[src/rtl/cpm_pkg.sv]
// cpm_pkg: shared types and helpers for the CPM windowed accumulator.
// Holds the FSM state enum, default sizes and the sign-extension helper.
package cpm_pkg;

  typedef enum logic [1:0] {
    IDLE,
    ACC,
    FULL
  } state_t;

  localparam int DW_DEF      = 12;
  localparam int WIN_MAX_DEF = 64;

  // Sign-extend the low w bits of d to 64 bits.
  function automatic logic [63:0] sext(
    input logic [63:0] d,
    input logic [5:0]  w
  );
    logic [63:0] m;
    m = ~64'd0 << w;
    sext = d[w - 6'd1] ? (d | m) : (d & ~m);
  endfunction

endpackage

[src/rtl/cpm_win_cnt.sv]
// cpm_win_cnt: sample counter for one accumulation window.
// Flags the sample that completes the window and wraps to zero on it.
module cpm_win_cnt
  import cpm_pkg::*;
#(
  parameter int CW = 7
) (
  input  logic          clk,
  input  logic          rstn,
  input  logic          clr,
  input  logic          inc,
  input  logic [CW-1:0] win_len,
  output logic          last
);

  logic [CW-1:0] cnt;
  logic [CW-1:0] nxt;

  assign nxt  = cnt + CW'(1);
  assign last = (nxt == win_len);

  // Count accepted samples; restart after the closing sample or a flush.
  always_ff @(posedge clk or negedge rstn) begin
    if (!rstn) begin
      cnt <= '0;
    end else if (clr) begin
      cnt <= '0;
    end else if (inc) begin
      cnt <= last ? '0 : nxt;
    end
  end

endmodule

[src/rtl/cpm_win_acc.sv]
// cpm_win_acc: sums non-overlapping windows of signed samples.
// Each window sum is offered on a valid/ready output to the result bank.
module cpm_win_acc
  import cpm_pkg::*;
#(
  parameter int DW      = DW_DEF,
  parameter int WIN_MAX = WIN_MAX_DEF,
  parameter int CW      = $clog2(WIN_MAX + 1),
  parameter int AW      = DW + $clog2(WIN_MAX)
) (
  input  logic          Clk,
  input  logic          Rstn,
  input  logic          Clear,
  input  logic [CW-1:0] WinLen,
  input  logic          InVld,
  output logic          InRdy,
  input  logic [DW-1:0] InData,
  output logic          OutVld,
  input  logic          OutRdy,
  output logic [AW-1:0] OutData,
  output logic [CW-1:0] OutCnt
);

  state_t        state_q;
  state_t        state_d;
  logic [AW-1:0] acc_q;
  logic [AW-1:0] sum;
  logic [CW-1:0] win_len_q;
  logic          len_ok;
  logic          acc_in;
  logic          out_xfer;
  logic          win_ld;
  logic          last;

  assign len_ok = (WinLen != '0) &&
                  (WinLen <= CW'(WIN_MAX));

  assign sum = acc_q +
               AW'(sext(64'(InData), 6'(DW)));

  assign OutVld   = (state_q == FULL);
  assign out_xfer = OutVld & OutRdy;

  // A pending sum frees the input only when it leaves this cycle.
  assign InRdy = !Clear &&
                 ((state_q == ACC) ||
                  ((state_q == FULL) && OutRdy));

  assign acc_in = InVld & InRdy;

  cpm_win_cnt #(
    .CW (CW)
  ) u_cnt (
    .clk     (Clk),
    .rstn    (Rstn),
    .clr     (Clear),
    .inc     (acc_in),
    .win_len (win_len_q),
    .last    (last)
  );

  // Next-state and window-length load decision.
  always_comb begin
    state_d = state_q;
    win_ld  = 1'b0;
    unique case (state_q)
      IDLE: begin
        if (len_ok) begin
          state_d = ACC;
          win_ld  = 1'b1;
        end
      end
      ACC: begin
        if (acc_in && last) begin
          state_d = FULL;
        end
      end
      FULL: begin
        if (acc_in) begin
          state_d = last ? FULL : ACC;
        end else if (out_xfer) begin
          if (len_ok) begin
            state_d = ACC;
            win_ld  = 1'b1;
          end else begin
            state_d = IDLE;
          end
        end
      end
      default: begin
        state_d = IDLE;
      end
    endcase
    if (Clear) begin
      state_d = IDLE;
      win_ld  = 1'b0;
    end
  end

  // State register.
  always_ff @(posedge Clk or negedge Rstn) begin
    if (!Rstn) begin
      state_q <= IDLE;
    end else begin
      state_q <= state_d;
    end
  end

  // Accumulator, latched window length and result outputs.
  always_ff @(posedge Clk or negedge Rstn) begin
    if (!Rstn) begin
      acc_q     <= '0;
      win_len_q <= '0;
      OutData   <= '0;
      OutCnt    <= '0;
    end else begin
      if (Clear) begin
        acc_q <= '0;
      end else if (acc_in) begin
        acc_q <= last ? '0 : sum;
      end
      if (win_ld) begin
        win_len_q <= WinLen;
      end
      if (acc_in && last) begin
        OutData <= sum;
        OutCnt  <= win_len_q;
      end
    end
  end

endmodule

[config.mk]
export PLATFORM = sky130hd
export DESIGN_NAME = cpm_win_acc
export DESIGN_NICKNAME = d
export VERILOG_FILES = /design/src/rtl/cpm_pkg.sv /design/src/rtl/cpm_win_cnt.sv /design/src/rtl/cpm_win_acc.sv
export SDC_FILE = /design/constraint.sdc
export NUM_CORES = 1
export LEC_CHECK = 0
export CELL_PAD_IN_SITES_DETAIL_PLACEMENT = 0
export CELL_PAD_IN_SITES_GLOBAL_PLACEMENT = 2
export CORE_ASPECT_RATIO = 1.5
export CORE_MARGIN = 8
export CORE_UTILIZATION = 37
export CTS_BUF_LIST = sky130_fd_sc_hd__clkbuf_8 sky130_fd_sc_hd__clkbuf_16
export CTS_CLUSTER_SIZE = 30
export DETAILED_ROUTE_END_ITERATION = 10
export GPL_TIMING_DRIVEN = 0
export PLACE_DENSITY = 0.87
export SLEW_MARGIN = 20
export SYNTH_ARGS = -nofsm -noshare
export SYNTH_HDL_FRONTEND = slang
export SYNTH_SLANG_ARGS = --single-unit
[constraint.sdc]
create_clock -name Clk -period 6.95 [get_ports Clk]
set_input_delay 1.39 -clock Clk [delete_from_list [all_inputs] [get_ports Clk]]
set_output_delay 1.39 -clock Clk [all_outputs]
set_load 0.005 [all_outputs]
==> flow_metrics.py, run 1 <==
metrics = {
    "synth": {
        "synth-async-reset-ratio_pct": 100,
        "synth_most_common_cell": "nand2_1",
        "yosysWarnings": 0,
        "syn_nets": 380,
        "synth_mux_area_share_pct": 5.07,
        "ys_ff_latch": 59,
        "ys_seq_area_share_pct": 44.6,
        "synthAdderAreaFrac_pct": 7.42,
        "synthTopCellsByArea": "dfrtp_1 45%, nand2_1 7.5%, ha_1 6.8%",
        "yosys.area_share.simple_pct": 15.7,
        "synth_common_cells": "66 x nand2_1, 59 x dfrtp_1, 22 x o21ai_0, 21 x nor2_1, 18 x ha_1",
        "ys_dominant_reg_cell": "dfrtp_1",
        "yosysTopAreaCell": "dfrtp_1",
        "synth-edff-count": 0,
        "syn_avg_cell_area_um2": 9.81,
        "synth_top_family_by_area": "compound AO/OA/AOI/OAI gates",
        "synth_cell_type_count": 51,
        "synth-compound-area-share_pct": 17.6,
        "netlist_area_um2": 3310,
        "synth_xor_area_share_pct": 6.62,
        "yosysTopAreaCellShare_pct": 44.6,
        "postSynthCellCount": 337,
    },
    "worst_hold_path": {
        "hp-class": "flip-flop to flip-flop",
    },
    "power": {
        "vdd_drop_max_uv": 131,
        "total_leakage_power_uw": 0.00198,
        "power_density_nw_per_um2": 246,
    },
    "setup_path": {
        "reg2reg_to": "OutData[14]",
        "r2r_start": "acc_q[0]",
        "slowest_delay_ns": 0.70,
        "critPathMaxFanout": 4,
        "startpoint_type": "primary input",
        "crit_required_ns": 7.16,
        "crit_start": "InData[0]",
        "worstPathCellList": "clkdlybuf4s50_1, ha_1, fa_1, a211oi_1, nor2_1, o311ai_0, o22ai_1, nor2_1, xnor2_1, mux2_2",
        "cpMostUsedCell": "nor2_1",
        "end_kind": "flip-flop",
        "r2r_setup_slack_ns": 3.90,
        "worst-path-stages": 10,
        "r2r_cells": 9,
        "path_class": "primary input to flip-flop",
        "crit_path_top_delay_cell": "o311ai_0",
        "critical_path_arrival_ns": 4.37,
        "path_buf_inv": 1,
        "crit_end": "OutData[14]",
        "critPathTopFamily": "compound AO/OA/AOI/OAI gates",
    },
    "global_routing": {
        "grt_max_degree": 38,
        "grt_pass1_wl_um": 14400,
        "gr-usage-all-layers_pct": 15.1,
        "grt_antenna_before_repair": 0,
        "grt_overflow": 0,
        "grt_pass1_vias": 2819,
    },
    "die": {
        "die_area_um2": 12300,
        "core_um2": 8780,
        "rows": 42,
        "die_w_um": 93.2,
        "initial_core_util_pct": 37.7,
        "chipHeight_um": 132,
        "ios": 51,
    },
    "timing": {
        "report.final.hold_viol_count": 0,
        "min_period_ns": 4.16,
        "slew_violations": 0,
        "fin_skew_ns": 0.00632,
        "finalSetupViolCount": 0,
        "setup_tns_ns": 0,
        "worst_slew_pin_slew_ns": 0.817,
        "finalCritPeriodShare_pct": 59.9,
        "rsz0062_at_grt": "no",
        "max_freq_mhz": 240,
        "slew-limit-headroom_pct": 44.8,
    },
    "route": {
        "drt-met1-wl_um": 3550,
        "via_per_inst": 5.25,
        "dr.first_iter.drc_count": 72,
        "top_layer": "met4",
        "routed-wl-met2_um": 4650,
        "wl_per_cell_um": 16.8,
        "drc": 0,
        "wl_um": 8640,
        "drt-pass1-iter-count": 4,
        "vias": 2697,
        "drt.antenna.violating_nets": 0,
        "routed-wl-met3_um": 254,
    },
    "final_layout": {
        "multi_input_area_um2": 1730,
        "seqCellArea_um2": 1480,
        "fillers": 829,
        "fin_cells": 514,
        "n_antenna_cell": 0,
        "drive_gt1_share_pct": 10.1,
        "area_growth_syn_to_layout_pct": 28.7,
        "nets": 442,
        "design_area_um2": 4260,
    },
    "clock_tree": {
        "cts-root-buf": "clkbuf_16",
        "hold_buffers": 0,
        "cts-htree-levels": 3,
        "cts.reportedPaths.clkPinSlew_ns": 0.05,
        "cts-buffers-inserted": 9,
        "cts_setup_buffers": 0,
        "cts_resized": 0,
        "cts_sinks": 59,
        "clk_path_buf_depth": 2,
        "clk_latency_ns": 0.33,
        "cts_tree": "yes",
    },
    "place": {
        "place.port_buffers": 50,
        "dpl_cell_area_um2": 3960,
        "routabilityCongestion": 0.835,
        "dp_hpwl_um": 6480,
        "post-place-cells": 498,
    },
    "flow_run": {
        "max-cap-violations": 0,
    },
    "run_status": {
        "status": "complete, no violations",
    },
}
[routing by layer]
metal / GRT usage (%) / vias up
met5: 0 / -
li1: - / 1327
met4: 6.93 / 0
met2: 26.4 / 47
met1: 16.6 / 1307
met3: 3.42 / 16
[layout by cell type (no fill, tap or decap), types with 3 or more instances in the layout]
master / instances
nand2_1: 66
dfrtp_1: 59
clkdlybuf4s50_1: 49
o21ai_0: 22
nor2_1: 21
ha_1: 18
a21oi_1: 17
xnor2_1: 17
a22o_1: 15
mux2_2: 9
clkbuf_16: 9
xor2_1: 8
inv_1: 7
a21o_1: 6
nand3_1: 6
a31oi_1: 5
o211ai_1: 4
buf_6: 4
o21ai_1: 4
clkbuf_8: 4
nand2b_1: 3
nor3_1: 3
buf_4: 3
mux2_4: 3
[tightest hold or removal path, delay by kind of cell, from the launching register on]
family / cells / cell delay (ns)
flops: 1 / 0.34
simple gates: 2 / 0.10
[logic make-up (layout without fill, tap and decap cells)]
kind of cell	after synthesis	count (layout)
adders and majority gates	19	19
AOI/OAI and AO/OA	89	89
xor gates and xnor gates	25	25
muxes	14	14
buffers and inverters	15	82
and+or+nand+nor	116	116
DFF	59	59
[sequential cells by signal, indices dropped and copies added (netlist names)]
| signal | flops |
|---|---|
| OutData | 18 |
| acc_q | 18 |
| OutCnt | 7 |
| u_cnt.cnt | 7 |
| win_len_q | 7 |
| state_q | 2 |
[through the flow]
step	setup slack, ns	power (uW)	hold slack, ns	utilization, %
floorplan	3.43	533	0.454	-
global placement	2.47	622	0.449	45.0
detailed placement	2.43	626	0.457	45.2
CTS	2.76	1060	0.467	48.5
global route	2.58	1100	0.490	48.5
finish	2.79	1050	0.463	48.5
[power breakdown]
part	internal, uW	switching [uW]	leakage [uW]
Sequential	382	27.8	0.000789
Clock	277	152	0.000154
Combinational	112	96.9	0.00104
[layout make-up]
cell class              instances  area share (%)
repair buffers                 51            12.2
well taps                     110            3.23
inverters                       5           0.441
multi-input cells             263            40.8
flip-flops and latches         59            34.7
clock inverters                 3           0.294
plain buffers                  10            1.82
clock buffers                  13            6.59
[worst min path at each step]
| stage | from | to | slack (ns) | cells after the start |
|---|---|---|---|---|
| global placement | OutData[9] | OutData[9] | 0.45 | 2 |
| detailed placement | OutCnt[2] | OutCnt[2] | 0.46 | 2 |
| floorplan | acc_q[16] | acc_q[16] | 0.45 | 2 |
| CTS | OutCnt[2] | OutCnt[2] | 0.47 | 2 |
| global route | OutCnt[2] | OutCnt[2] | 0.49 | 2 |
| finish | OutCnt[6] | OutCnt[6] | 0.46 | 2 |
No activity file was read; power rests on OpenSTA's default activity.
==> inputs of run 2 (changes only) <==
--- a/config.mk
+++ b/config.mk
@@ -9,12 +9,12 @@
 export CELL_PAD_IN_SITES_GLOBAL_PLACEMENT = 2
 export CORE_ASPECT_RATIO = 1.5
 export CORE_MARGIN = 8
-export CORE_UTILIZATION = 37
+export CORE_UTILIZATION = 34
 export CTS_BUF_LIST = sky130_fd_sc_hd__clkbuf_8 sky130_fd_sc_hd__clkbuf_16
 export CTS_CLUSTER_SIZE = 30
 export DETAILED_ROUTE_END_ITERATION = 10
 export GPL_TIMING_DRIVEN = 0
-export PLACE_DENSITY = 0.87
+export PLACE_DENSITY = 0.81
 export SLEW_MARGIN = 20
 export SYNTH_ARGS = -nofsm -noshare
 export SYNTH_HDL_FRONTEND = slang
==> constraint.sdc (replaced) <==
create_clock -name Clk -period 4.1 [get_ports Clk]
set_input_delay 0.82 -clock Clk [delete_from_list [all_inputs] [get_ports Clk]]
set_output_delay 0.82 -clock Clk [all_outputs]
set_load 0.005 [all_outputs]
==> run 2 against run 1 <==
- first-iteration DRC count down 13%
- count of clock-buffer cells in the layout down 3
- critical path depth unchanged
- clock power up 100%
- sequential power up 70%
- wire length down 0.86%
- final area up 1.3%
- utilization down 3.5 points
- global-route usage down 0.91 points
- setup slack worse by 2.3 ns
- total power up 83%
- final cell count up 0.97%
- largest cell class unchanged
- largest power group unchanged
==> flow_metrics.py, run 2 (synthesis gave the netlist of run 1 again) <==
metrics = {
    "clock_tree": {
        "cts-htree-levels": 3,
        "cts_setup_buffers": 0,
        "cts-buffers-inserted": 9,
        "hold_buffers": 0,
        "cts_resized": 0,
        "cts.reportedPaths.clkPinSlew_ns": 0.05,
        "cts-root-buf": "clkbuf_16",
        "clk_latency_ns": 0.33,
        "clk_path_buf_depth": 2,
        "cts_sinks": 59,
        "cts_tree": "yes",
    },
    "timing": {
        "report.final.hold_viol_count": 0,
        "max_freq_mhz": 274,
        "min_period_ns": 3.66,
        "finalCritPeriodShare_pct": 89.2,
        "finalSetupViolCount": 0,
        "setup_tns_ns": 0,
        "slew-limit-headroom_pct": 41.3,
        "fin_skew_ns": 0.00543,
        "worst_slew_pin_slew_ns": 0.869,
        "slew_violations": 0,
        "rsz0062_at_grt": "no",
    },
    "setup_path": {
        "slowest_delay_ns": 0.74,
        "cpMostUsedCell": "nor2_1",
        "reg2reg_to": "OutData[14]",
        "critPathMaxFanout": 4,
        "r2r_cells": 9,
        "startpoint_type": "primary input",
        "path_class": "primary input to flip-flop",
        "worstPathCellList": "clkdlybuf4s50_1, ha_1, fa_1, a211oi_1, nor2_1, o311ai_0, o22ai_1, nor2_1, xnor2_1, mux2_2",
        "crit_required_ns": 4.31,
        "critical_path_arrival_ns": 3.86,
        "end_kind": "flip-flop",
        "r2r_setup_slack_ns": 0.99,
        "r2r_start": "acc_q[0]",
        "crit_path_top_delay_cell": "o311ai_0",
    },
    "route": {
        "drc": 0,
        "dr.first_iter.drc_count": 63,
        "via_per_inst": 5.17,
        "vias": 2685,
        "wl_um": 8560,
        "wl_per_cell_um": 16.5,
        "drt-pass1-iter-count": 4,
        "drt.antenna.violating_nets": 0,
    },
    "die": {
        "rows": 44,
        "ios": 51,
        "chipHeight_um": 137,
        "die_area_um2": 13200,
        "core_um2": 9580,
        "initial_core_util_pct": 34.5,
        "die_w_um": 96.5,
    },
    "final_layout": {
        "final_common_cell": "nand2_1",
        "n_antenna_cell": 0,
        "area_growth_syn_to_layout_pct": 30.4,
        "final_cell_mix": "66 x nand2_1, 59 x dfrtp_1, 49 x clkdlybuf4s50_1",
        "final_util_pct": 45.0,
        "multi_input_area_um2": 1730,
        "nets": 442,
        "seqCellArea_um2": 1480,
        "largest_registers": "OutData: 18 flops, acc_q: 18 flops",
        "drive_gt1_share_pct": 10.4,
        "fillers": 950,
    },
    "global_routing": {
        "grt_pass1_vias": 2827,
        "grt_max_degree": 39,
        "grt_overflow": 0,
        "grt_antenna_before_repair": 0,
        "grt_pass1_wl_um": 14200,
        "gr-usage-all-layers_pct": 14.2,
    },
    "flow_run": {
        "max-cap-violations": 0,
    },
    "place": {
        "routabilityCongestion": 0.818,
        "place.port_buffers": 50,
        "dp_hpwl_um": 6610,
    },
    "worst_hold_path": {
        "hp-class": "primary input to async pin",
    },
    "power": {
        "total_leakage_power_uw": 0.00200,
        "vdd_drop_max_uv": 221,
        "power_density_nw_per_um2": 445,
    },
    "run_status": {
        "status": "complete, no violations",
    },
}
run 2: where the power goes:
group / total, uW / switching, uW / internal [uW]
registers: 695 / 47.9 / 647
logic: 355 / 165 / 190
clock network: 868 / 262 / 605
total: 1920 / 476 / 1440
run 2: how the worst max path moves through the flow:
stage | from | slack, ns | cells after the start | to
floorplan | InData[0] | 1.15 | 9 | OutData[14]
global placement | InData[0] | 0.16 | 10 | OutData[14]
detailed placement | InData[0] | 0.05 | 10 | OutData[14]
CTS | InData[0] | 0.38 | 10 | OutData[14]
global route | InData[0] | 0.21 | 10 | OutData[14]
finish | InData[0] | 0.44 | 10 | OutData[14]
run 2: layout make-up:
cell class | instances | area share [%]
Buffer | 10 | 1.80
Clock buffer | 10 | 5.54
Clock inverter | 6 | 2.41
Inverter | 5 | 0.435
Multi-Input combinational cell | 263 | 40.2
Sequential cell | 59 | 34.2
Tap cell | 115 | 3.34
Timing Repair Buffer | 51 | 12.0
run 2: metal layers:
layer  track usage (%)  vias up  wire [um]
li1                  -     1334          -
met1              15.9     1291       3470
met2              24.0       46       4470
met3              3.62       14        373
met4              6.76        0        245
met5                 0        -          0
run 2: worst max-delay path: cells and delay by family:
| family | cells | cell delay, ns |
|---|---|---|
| xor+xnor | 1 | 0.10 |
| compound gates | 3 | 1.31 |
| fa+ha+maj | 2 | 0.66 |
| simple gates | 2 | 0.29 |
| mux | 1 | 0.27 |
| buf+inv | 1 | 0.41 |
run 2: metrics by stage:
step / hold slack (ns) / power [uW] / std cells / cell area (um^2) / setup WS, ns
3_3_place_gp: 0.449 / 1060 / 502 / 3950 / 0.164
5_1_grt: 0.401 / 2020 / 519 / 4310 / 0.206
3_5_place_dp: 0.456 / 1070 / 503 / 3970 / 0.0534
6_report: 0.385 / 1920 / 519 / 4310 / 0.444
4_1_cts: 0.384 / 1940 / 519 / 4310 / 0.378
2_1_floorplan: 0.454 / 903 / 337 / 3310 / 1.15
